--- src/rtl/adc_cmd_sequencer_if.sv ---
// Frame request / response channel between the ADC command sequencer and
// the SPI word engine. The sequencer is the master: it offers one 16-bit
// command at a time and receives the 32-bit MISO word when the frame ends.
interface adc_cmd_sequencer_if;
  logic        frm_valid;
  logic        frm_ready;
  logic [15:0] frm_cmd;
  logic        rsp_valid;
  logic [31:0] rsp_word;

  modport master (
    output frm_valid,
    output frm_cmd,
    input  frm_ready,
    input  rsp_valid,
    input  rsp_word
  );

  modport slave (
    input  frm_valid,
    input  frm_cmd,
    output frm_ready,
    output rsp_valid,
    output rsp_word
  );
endinterface

--- src/rtl/adc_cmd_sequencer.sv ---
// ADC command sequencer: hardware-resets the ADC, polls for its READY word,
// runs the unlock / register write / wake / lock command sequence with an
// echo check on the NULL frame that follows each command, then streams one
// NULL frame per DRDY falling edge and presents the returned word as a sample.
module adc_cmd_sequencer #(
  parameter int READY_RETRIES = 16,
  parameter int GAP_CYCLES    = 12
) (
  input  logic                       system_clock,
  input  logic                       reset,
  input  logic                       start,
  input  logic [7:0]                 cfg_clk1,
  input  logic [7:0]                 cfg_clk2,
  input  logic [7:0]                 cfg_adc_ena,
  input  logic                       drdy_n,
  adc_cmd_sequencer_if.master        frm,
  output logic                       adc_reset_n,
  output logic                       busy,
  output logic                       init_done,
  output logic                       error,
  output logic                       sample_valid,
  output logic [31:0]                sample_data,
  output logic                       overrun,
  output logic [3:0]                 state_dbg
);

  typedef enum logic [3:0] {
    IDLE   = 4'd0,
    HWRST  = 4'd1,
    POLL   = 4'd2,
    UNLOCK = 4'd3,
    WREG   = 4'd4,
    WAKE   = 4'd5,
    LOCK   = 4'd6,
    STREAM = 4'd7,
    ERROR  = 4'd8
  } state_t;

  // ADC reset pulse timing: 20 cycles low, then 64 cycles of settling.
  localparam int         RST_LOW_CYCLES  = 20;
  localparam int         RST_WAIT_CYCLES = 64;
  localparam logic [6:0] HW_LOW_END      = 7'(RST_LOW_CYCLES);
  localparam logic [6:0] HW_LAST         = 7'(RST_LOW_CYCLES + RST_WAIT_CYCLES - 1);

  localparam int            RW         = $clog2(READY_RETRIES + 1);
  localparam logic [RW-1:0] RETRY_LAST = RW'(READY_RETRIES - 1);

  localparam int            GW       = (GAP_CYCLES < 1) ? 1 : $clog2(GAP_CYCLES + 1);
  localparam logic [GW-1:0] GAP_LOAD = GW'(GAP_CYCLES);

  localparam logic [15:0] CMD_NULL   = 16'h0000;
  localparam logic [15:0] CMD_UNLOCK = 16'h0655;
  localparam logic [15:0] CMD_WAKE   = 16'h0033;
  localparam logic [15:0] CMD_LOCK   = 16'h0555;
  localparam logic [15:0] RSP_READY  = 16'hFF04;

  state_t        state;
  state_t        next_state;

  logic [6:0]    hw_cnt;
  logic [RW-1:0] retry_cnt;
  logic [1:0]    wreg_idx;
  logic          null_phase;

  logic          frm_valid_q;
  logic [15:0]   frm_cmd_q;
  logic          pending;
  logic [GW-1:0] gap_cnt;

  logic [7:0]    cfg_clk1_q;
  logic [7:0]    cfg_clk2_q;
  logic [7:0]    cfg_adc_ena_q;

  logic          drdy_s1;
  logic          drdy_s2;
  logic          drdy_s3;

  logic          start_ok;
  logic          slot_free;
  logic          rsp_fire;
  logic          drdy_edge;
  logic          rsp_match;
  logic          want_frame;
  logic [15:0]   issue_word;
  logic [15:0]   expect_word;
  logic [7:0]    wreg_addr;
  logic [7:0]    wreg_data;

  assign frm.frm_valid = frm_valid_q;
  assign frm.frm_cmd   = frm_cmd_q;
  assign state_dbg     = state;

  // Start is only honoured when no init sequence is in flight.
  assign start_ok  = start && (state == IDLE || state == ERROR || state == STREAM);
  // A new frame may be offered only with nothing outstanding and the CS-high gap elapsed.
  assign slot_free = !frm_valid_q && !pending && (gap_cnt == '0);
  // Responses count only for a frame this sequencer actually handed over.
  assign rsp_fire  = pending && frm.rsp_valid;
  assign drdy_edge = drdy_s3 && !drdy_s2;
  assign rsp_match = (frm.rsp_word[31:16] == expect_word);
  assign wreg_addr = 8'h0D + {6'd0, wreg_idx};

  // Pick the configuration byte for the register currently being written.
  always_comb begin
    wreg_data = cfg_clk1_q;
    case (wreg_idx)
      2'd1:    wreg_data = cfg_clk2_q;
      2'd2:    wreg_data = cfg_adc_ena_q;
      default: wreg_data = cfg_clk1_q;
    endcase
  end

  // State register.
  always_ff @(posedge system_clock) begin
    if (reset) begin
      state <= IDLE;
    end else begin
      state <= next_state;
    end
  end

  // Next-state decision: command states advance only on the echo check of their trailing NULL frame.
  always_comb begin
    next_state = state;
    if (start_ok) begin
      next_state = HWRST;
    end else begin
      case (state)
        HWRST: begin
          if (hw_cnt == HW_LAST) next_state = POLL;
        end
        POLL: begin
          if (rsp_fire) begin
            if (rsp_match)                     next_state = UNLOCK;
            else if (retry_cnt == RETRY_LAST)  next_state = ERROR;
          end
        end
        UNLOCK, WREG, WAKE, LOCK: begin
          if (rsp_fire && null_phase) begin
            if (!rsp_match) begin
              next_state = ERROR;
            end else begin
              case (state)
                UNLOCK:  next_state = WREG;
                WREG:    next_state = (wreg_idx == 2'd2) ? WAKE : WREG;
                WAKE:    next_state = LOCK;
                default: next_state = STREAM;
              endcase
            end
          end
        end
        default: next_state = state;
      endcase
    end
  end

  // Per-state outputs: status flags, ADC reset pin, and which word to send and expect back.
  always_comb begin
    busy        = 1'b0;
    error       = 1'b0;
    adc_reset_n = 1'b1;
    want_frame  = 1'b0;
    issue_word  = CMD_NULL;
    expect_word = CMD_NULL;
    case (state)
      HWRST: begin
        busy        = 1'b1;
        adc_reset_n = (hw_cnt >= HW_LOW_END);
      end
      POLL: begin
        busy        = 1'b1;
        want_frame  = slot_free;
        expect_word = RSP_READY;
      end
      UNLOCK: begin
        busy        = 1'b1;
        want_frame  = slot_free;
        expect_word = CMD_UNLOCK;
        if (!null_phase) issue_word = CMD_UNLOCK;
      end
      WREG: begin
        busy        = 1'b1;
        want_frame  = slot_free;
        expect_word = {8'h20 | wreg_addr, wreg_data};
        if (!null_phase) issue_word = {8'h40 | wreg_addr, wreg_data};
      end
      WAKE: begin
        busy        = 1'b1;
        want_frame  = slot_free;
        expect_word = CMD_WAKE;
        if (!null_phase) issue_word = CMD_WAKE;
      end
      LOCK: begin
        busy        = 1'b1;
        want_frame  = slot_free;
        expect_word = CMD_LOCK;
        if (!null_phase) issue_word = CMD_LOCK;
      end
      STREAM: begin
        want_frame = slot_free && drdy_edge && !start_ok;
      end
      ERROR: begin
        error = 1'b1;
      end
      default: begin
        busy = 1'b0;
      end
    endcase
  end

  // Frame channel: offer a frame, track the outstanding one, then hold off for the gap.
  always_ff @(posedge system_clock) begin
    if (reset) begin
      frm_valid_q <= 1'b0;
      frm_cmd_q   <= 16'h0000;
      pending     <= 1'b0;
      gap_cnt     <= '0;
    end else begin
      if (frm_valid_q && frm.frm_ready) begin
        frm_valid_q <= 1'b0;
        pending     <= 1'b1;
      end
      if (rsp_fire) begin
        pending <= 1'b0;
        gap_cnt <= GAP_LOAD;
      end else if (gap_cnt != '0) begin
        gap_cnt <= gap_cnt - GW'(1);
      end
      if (want_frame) begin
        frm_valid_q <= 1'b1;
        frm_cmd_q   <= issue_word;
      end
    end
  end

  // Two-flop DRDY synchroniser plus a history flop for falling-edge detection.
  always_ff @(posedge system_clock) begin
    if (reset) begin
      drdy_s1 <= 1'b0;
      drdy_s2 <= 1'b0;
      drdy_s3 <= 1'b0;
    end else begin
      drdy_s1 <= drdy_n;
      drdy_s2 <= drdy_s1;
      drdy_s3 <= drdy_s2;
    end
  end

  // Sequence bookkeeping: timers, retry count, write index, sticky flags and captured config.
  always_ff @(posedge system_clock) begin
    if (reset) begin
      hw_cnt        <= 7'd0;
      retry_cnt     <= '0;
      wreg_idx      <= 2'd0;
      null_phase    <= 1'b0;
      init_done     <= 1'b0;
      overrun       <= 1'b0;
      cfg_clk1_q    <= 8'h00;
      cfg_clk2_q    <= 8'h00;
      cfg_adc_ena_q <= 8'h00;
    end else begin
      if (state == HWRST) hw_cnt <= hw_cnt + 7'd1;
      else                hw_cnt <= 7'd0;

      if (start_ok) begin
        retry_cnt     <= '0;
        wreg_idx      <= 2'd0;
        null_phase    <= 1'b0;
        init_done     <= 1'b0;
        overrun       <= 1'b0;
        cfg_clk1_q    <= cfg_clk1;
        cfg_clk2_q    <= cfg_clk2;
        cfg_adc_ena_q <= cfg_adc_ena;
      end else begin
        case (state)
          POLL: begin
            if (rsp_fire && !rsp_match) retry_cnt <= retry_cnt + RW'(1);
          end
          UNLOCK, WREG, WAKE, LOCK: begin
            if (rsp_fire) begin
              null_phase <= !null_phase;
              if (null_phase && rsp_match) begin
                if (state == WREG) wreg_idx  <= wreg_idx + 2'd1;
                if (state == LOCK) init_done <= 1'b1;
              end
            end
          end
          STREAM: begin
            if (drdy_edge && !slot_free) overrun <= 1'b1;
          end
          default: begin
            null_phase <= null_phase;
          end
        endcase
      end
    end
  end

  // Streamed sample: the NULL frame's MISO word, valid for the one cycle after its response.
  always_ff @(posedge system_clock) begin
    if (reset) begin
      sample_valid <= 1'b0;
      sample_data  <= 32'h0000_0000;
    end else begin
      sample_valid <= 1'b0;
      if (rsp_fire && state == STREAM) begin
        sample_valid <= 1'b1;
        sample_data  <= frm.rsp_word;
      end
    end
  end

endmodule

--- src/flat_wrapper.sv ---
// flat-port wrapper written by rule: the top's interface ports become plain ports
module adc_cmd_sequencer_flat 
#(
  parameter int READY_RETRIES = 16,
  parameter int GAP_CYCLES    = 12
)
  (system_clock, reset, start, cfg_clk1, cfg_clk2, cfg_adc_ena, drdy_n, adc_reset_n, busy, init_done, error, sample_valid, sample_data, overrun, state_dbg, frm_frm_valid, frm_frm_cmd, frm_frm_ready, frm_rsp_valid, frm_rsp_word);
  adc_cmd_sequencer_if frm_i ();
  input  logic system_clock;
  input  logic reset;
  input  logic start;
  input  logic [7:0] cfg_clk1;
  input  logic [7:0] cfg_clk2;
  input  logic [7:0] cfg_adc_ena;
  input  logic drdy_n;
  output logic adc_reset_n;
  output logic busy;
  output logic init_done;
  output logic error;
  output logic sample_valid;
  output logic [31:0] sample_data;
  output logic overrun;
  output logic [3:0] state_dbg;
  output wire logic [$bits(frm_i.frm_valid)-1:0] frm_frm_valid;
  output wire logic [$bits(frm_i.frm_cmd)-1:0] frm_frm_cmd;
  input wire logic [$bits(frm_i.frm_ready)-1:0] frm_frm_ready;
  input wire logic [$bits(frm_i.rsp_valid)-1:0] frm_rsp_valid;
  input wire logic [$bits(frm_i.rsp_word)-1:0] frm_rsp_word;
  assign frm_frm_valid = frm_i.frm_valid;
  assign frm_frm_cmd = frm_i.frm_cmd;
  assign frm_i.frm_ready = frm_frm_ready;
  assign frm_i.rsp_valid = frm_rsp_valid;
  assign frm_i.rsp_word = frm_rsp_word;
  adc_cmd_sequencer #(.READY_RETRIES(READY_RETRIES), .GAP_CYCLES(GAP_CYCLES)) u_core (.system_clock(system_clock), .reset(reset), .start(start), .cfg_clk1(cfg_clk1), .cfg_clk2(cfg_clk2), .cfg_adc_ena(cfg_adc_ena), .drdy_n(drdy_n), .frm(frm_i), .adc_reset_n(adc_reset_n), .busy(busy), .init_done(init_done), .error(error), .sample_valid(sample_valid), .sample_data(sample_data), .overrun(overrun), .state_dbg(state_dbg));
endmodule
--- config.mk ---
export PLATFORM = sky130hd
export DESIGN_NAME = adc_cmd_sequencer_flat
export DESIGN_NICKNAME = d
export VERILOG_FILES = /design/src/rtl/adc_cmd_sequencer_if.sv /design/src/rtl/adc_cmd_sequencer.sv /design/src/flat_wrapper.sv
export SDC_FILE = /design/constraint.sdc
export NUM_CORES = 1
export LEC_CHECK = 0
export CORE_MARGIN = 2
export CORE_UTILIZATION = 35
export DETAILED_ROUTE_END_ITERATION = 8
export PLACE_DENSITY = 0.66
export SYNTH_ARGS = -nofsm -noshare
export SYNTH_HDL_FRONTEND = slang
export SYNTH_SLANG_ARGS = --single-unit
--- constraint.sdc ---
create_clock -name system_clock -period 2.7 [get_ports system_clock]
set_clock_uncertainty 0.05 [all_clocks]
set_input_delay 0.27 -clock system_clock [delete_from_list [all_inputs] [get_ports system_clock]]
set_output_delay 0.27 -clock system_clock [all_outputs]
set_load 0.01 [all_outputs]
==> impl_metrics.yaml <==
die:
  dieWidth_um: 121.2
  ios: 121
  start_util_pct: 36.00
  dieArea_um2: 14680
  die_y_um: 121.2
  core-area_um2: 13350
  core.rowCount: 42
layout:
  synthToLayoutAreaGrowth_pct: 37.58
  final_cell_area_um2: 6610
  fin_cells: 921
  antenna_cells: 0
  fin_nets: 810
  drive_gt1_share_pct: 8.591
  fill_cells: 1340
  fin_util_pct: 49.52
sta:
  maxSlewHeadroom_pct: 55.85
  setup-violations-final: 0
  fin_crit_sh_pct: 96.26
  tns_ns: 0
  fin_ws_ns: 0.1010
  min_period_ns: 2.599
  max_freq_mhz: 384.8
  rsz0062_at_grt: "no"
  tightest_slew_ns: 0.6598
  drv_slew: 0
  hold_viol: 0
placed_design:
  dp.final_hpwl_um: 10870
  placed_cell_area_um2: 6280
  dpl.cell_count: 904
  numPortBuffers: 118
  dp_slack_ns: 0.01381
  routabilityCongestion: 1.007
yosys:
  yosysWarnings: 0
  syn_area_um2: 4805
  synth-edff-count: 0
  ys_ff_latch: 101
  yosys-top-cells-area: "dfxtp_1 42%, nand2_1 11%, a21oi_1 9.0%, nor2_1 3.0%, clkbuf_1 2.7%"
  yosysTopAreaCell: "dfxtp_1"
  async_flop_share_pct: 0
  yosys.cell_types.count: 61
  synthCells: 621
  syn_avg_cell_area_um2: 7.737
  netlist.area_leader.share_pct: 42.08
  ys.flop_type: "dfxtp_1"
  yosysSeqAreaShare_pct: 42.08
hold_path:
  hp-class: "in2reg"
clock_tree:
  cts_tree: "done"
  cts_hold_buf: 0
  clkTransAtPathRegs_ns: 0.07
  cts-htree-levels: 3
  cts-root-buf: "clkbuf_16"
  cts.path.max_buffers: 2
  clock_sinks: 101
  clk_latency_ns: 0.35
  numCtsBuffers: 9
detailed_routing:
  drtAntennaViolNets: 0
  first_pass_iters: 5
  drt_wl_total_um: 14410
  drtIter0Drc: 265
  drc: 0
  vias: 4748
  wl_per_cell_um: 15.65
  via_per_inst: 5.155
power:
  intPower_mw: 2.410
  leakagePower_nw: 2.308
  vdd_drop_max_mv: 0.3348
  p_comb_share_pct: 12.5
  p_seq_share_pct: 49.4
  p_per_area_nw_per_um2: 482.0
  power.switching_mw: 0.7758
  switching_share_pct: 24.35
  clockPowerShare_pct: 38.1
critical_path:
  crit_type: "reg2reg"
  arrival_ns: 2.79
  worstPathRequired_ns: 2.89
  crit_path_end_kind: "register"
  worst-path-max-fanout: 9
  worstSetupStartpointType: "register"
outcome:
  status: "finished clean"
global_routing:
  grt_overflow: 0
  grt_max_degree: 59
  first_global_vias: 4427
  grt_pass1_wl_um: 22830
  antenna_found_initial: 0
  grt_usage_pct: 19.66
flow_run:
  max-cap-violations: 0
## power groups by stage
stage	clock (mW)	sequential, mW	combinational (mW)
6_report	1.22	1.57	0.398
5_1_grt	1.31	1.58	0.441
4_1_cts	1.25	1.57	0.399
3_5_place_dp	0	1.61	0.396
3_3_place_gp	0	1.60	0.385
2_1_floorplan	0	1.60	0.225
## cells by family (layout without fill, tap and decap cells)
family / count (synthesis) / count (layout) / share of synthesized area [%]
flops: 101 / 101 / 42.08
fa+ha+maj: 8 / 8 / 2.083
buf+inv: 60 / 183 / 5.416
mux: 12 / 12 / 2.552
other cells: 1 / 2 / 0.07805
simple gates: 276 / 276 / 26.80
compound gates: 152 / 152 / 18.98
xor+xnor: 11 / 11 / 2.005
## cell usage in the layout, fill, tap and decap left out, drive strengths merged, types with 5 or more instances in the layout
cell / netlist / final
buf: 10 / 34
a21oi: 87 / 87
or3: 8 / 8
nor2: 38 / 38
nor3: 16 / 16
nand3b: 5 / 5
mux2i: 10 / 10
clkdlybuf4s50: 0 / 117
o21ai: 19 / 19
nand3: 12 / 12
xnor2: 5 / 5
and3: 8 / 8
xor2: 6 / 6
nor2b: 8 / 8
nand2: 146 / 146
inv: 16 / 16
a22oi: 8 / 8
dfxtp: 101 / 101
ha: 8 / 8
nand2b: 10 / 10
clkbuf: 34 / 13
## area by class of cell
type | count | area (um2) | share of cell area, %
timing repair buffer | 151 | 1449 | 21.92
clock buffer | 13 | 260.3 | 3.937
clock inverter | 3 | 20.02 | 0.3029
sequential | 101 | 2022 | 30.59
inverter | 16 | 60.06 | 0.9086
multi-input combinational | 461 | 2579 | 39.01
tap | 176 | 220.2 | 3.331
## critical path, stage by stage (launching register included)
cell and delay (ns):
dfxtp_1 0.32, or4b_4 0.58, a211o_1 0.29, and3_1 0.20, a2111oi_2 0.31, and4_1 0.24
buf_4 0.18, nand4_4 0.13, mux2i_2 0.18
## per-stage QoR
step	hold WS [ns]	total power [mW]
global route	0.4151	3.327
CTS	0.3798	3.220
detailed placement	0.3929	2.001
global placement	0.3780	1.989
floorplan	0.3482	1.821
finish	0.3857	3.186
## cell usage after synthesis (3+ instances only)
cell / instances
nand2_1: 146
buf_6: 3
xor2_1: 6
clkbuf_1: 34
xnor2_1: 5
mux2i_1: 10
nor4_1: 4
nor2b_1: 8
buf_2: 4
nor4b_1: 3
ha_1: 8
o21ai_0: 18
nand4_1: 3
a21oi_1: 86
a21boi_0: 3
a221oi_1: 3
and2_1: 4
or3_1: 8
o21a_1: 4
nand3b_1: 5
and3_1: 8
inv_1: 16
a22oi_1: 8
nand2b_1: 10
a31oi_1: 4
nor2_1: 38
a211o_1: 3
nand3_1: 12
dfxtp_1: 101
nor3_1: 16
## flip-flops by register name, summed over array words and instances (netlist names)
register              cells
u_core.drdy_s1            1
u_core.init_done          1
u_core.gap_cnt            4
u_core.overrun            1
u_core.null_phase         1
u_core.state_dbg          4
u_core.hw_cnt             7
u_core.cfg_adc_ena_q      8
u_core.frm.frm_cmd       14
u_core.pending            1
u_core.drdy_s2            1
u_core.sample_data       32
u_core.cfg_clk2_q         8
u_core.drdy_s3            1
u_core.frm.frm_valid      1
u_core.sample_valid       1
u_core.wreg_idx           2
u_core.cfg_clk1_q         8
u_core.retry_cnt          5
## final timing paths
path | startpoint | end | slack [ns] | cells after the start
worst min-delay path | reset | u_core.frm.frm_cmd[9] | 0.39 | 2
worst max-delay path | u_core.state_dbg[1] | u_core.wreg_idx[1] | 0.10 | 8
worst max register to register | u_core.state_dbg[1] | u_core.wreg_idx[1] | 0.10 | 8
worst min register to register | u_core.drdy_s1 | u_core.drdy_s2 | 0.40 | 1
## per-layer routing
metal	share of wire, %	vias up	GRT usage, %
li1	-	2374	-
met1	48	2228	27.44
met2	46	129	31.29
met3	4.6	17	2.726
met4	1.7	0	6.466
met5	0	-	0
## timing repair
action	CTS	global route
gates resized for setup	1	7
endpoints found under the setup margin	2	13
buffers inserted	0	1
pin swaps	0	1
Power figures use the tool's default switching activity.
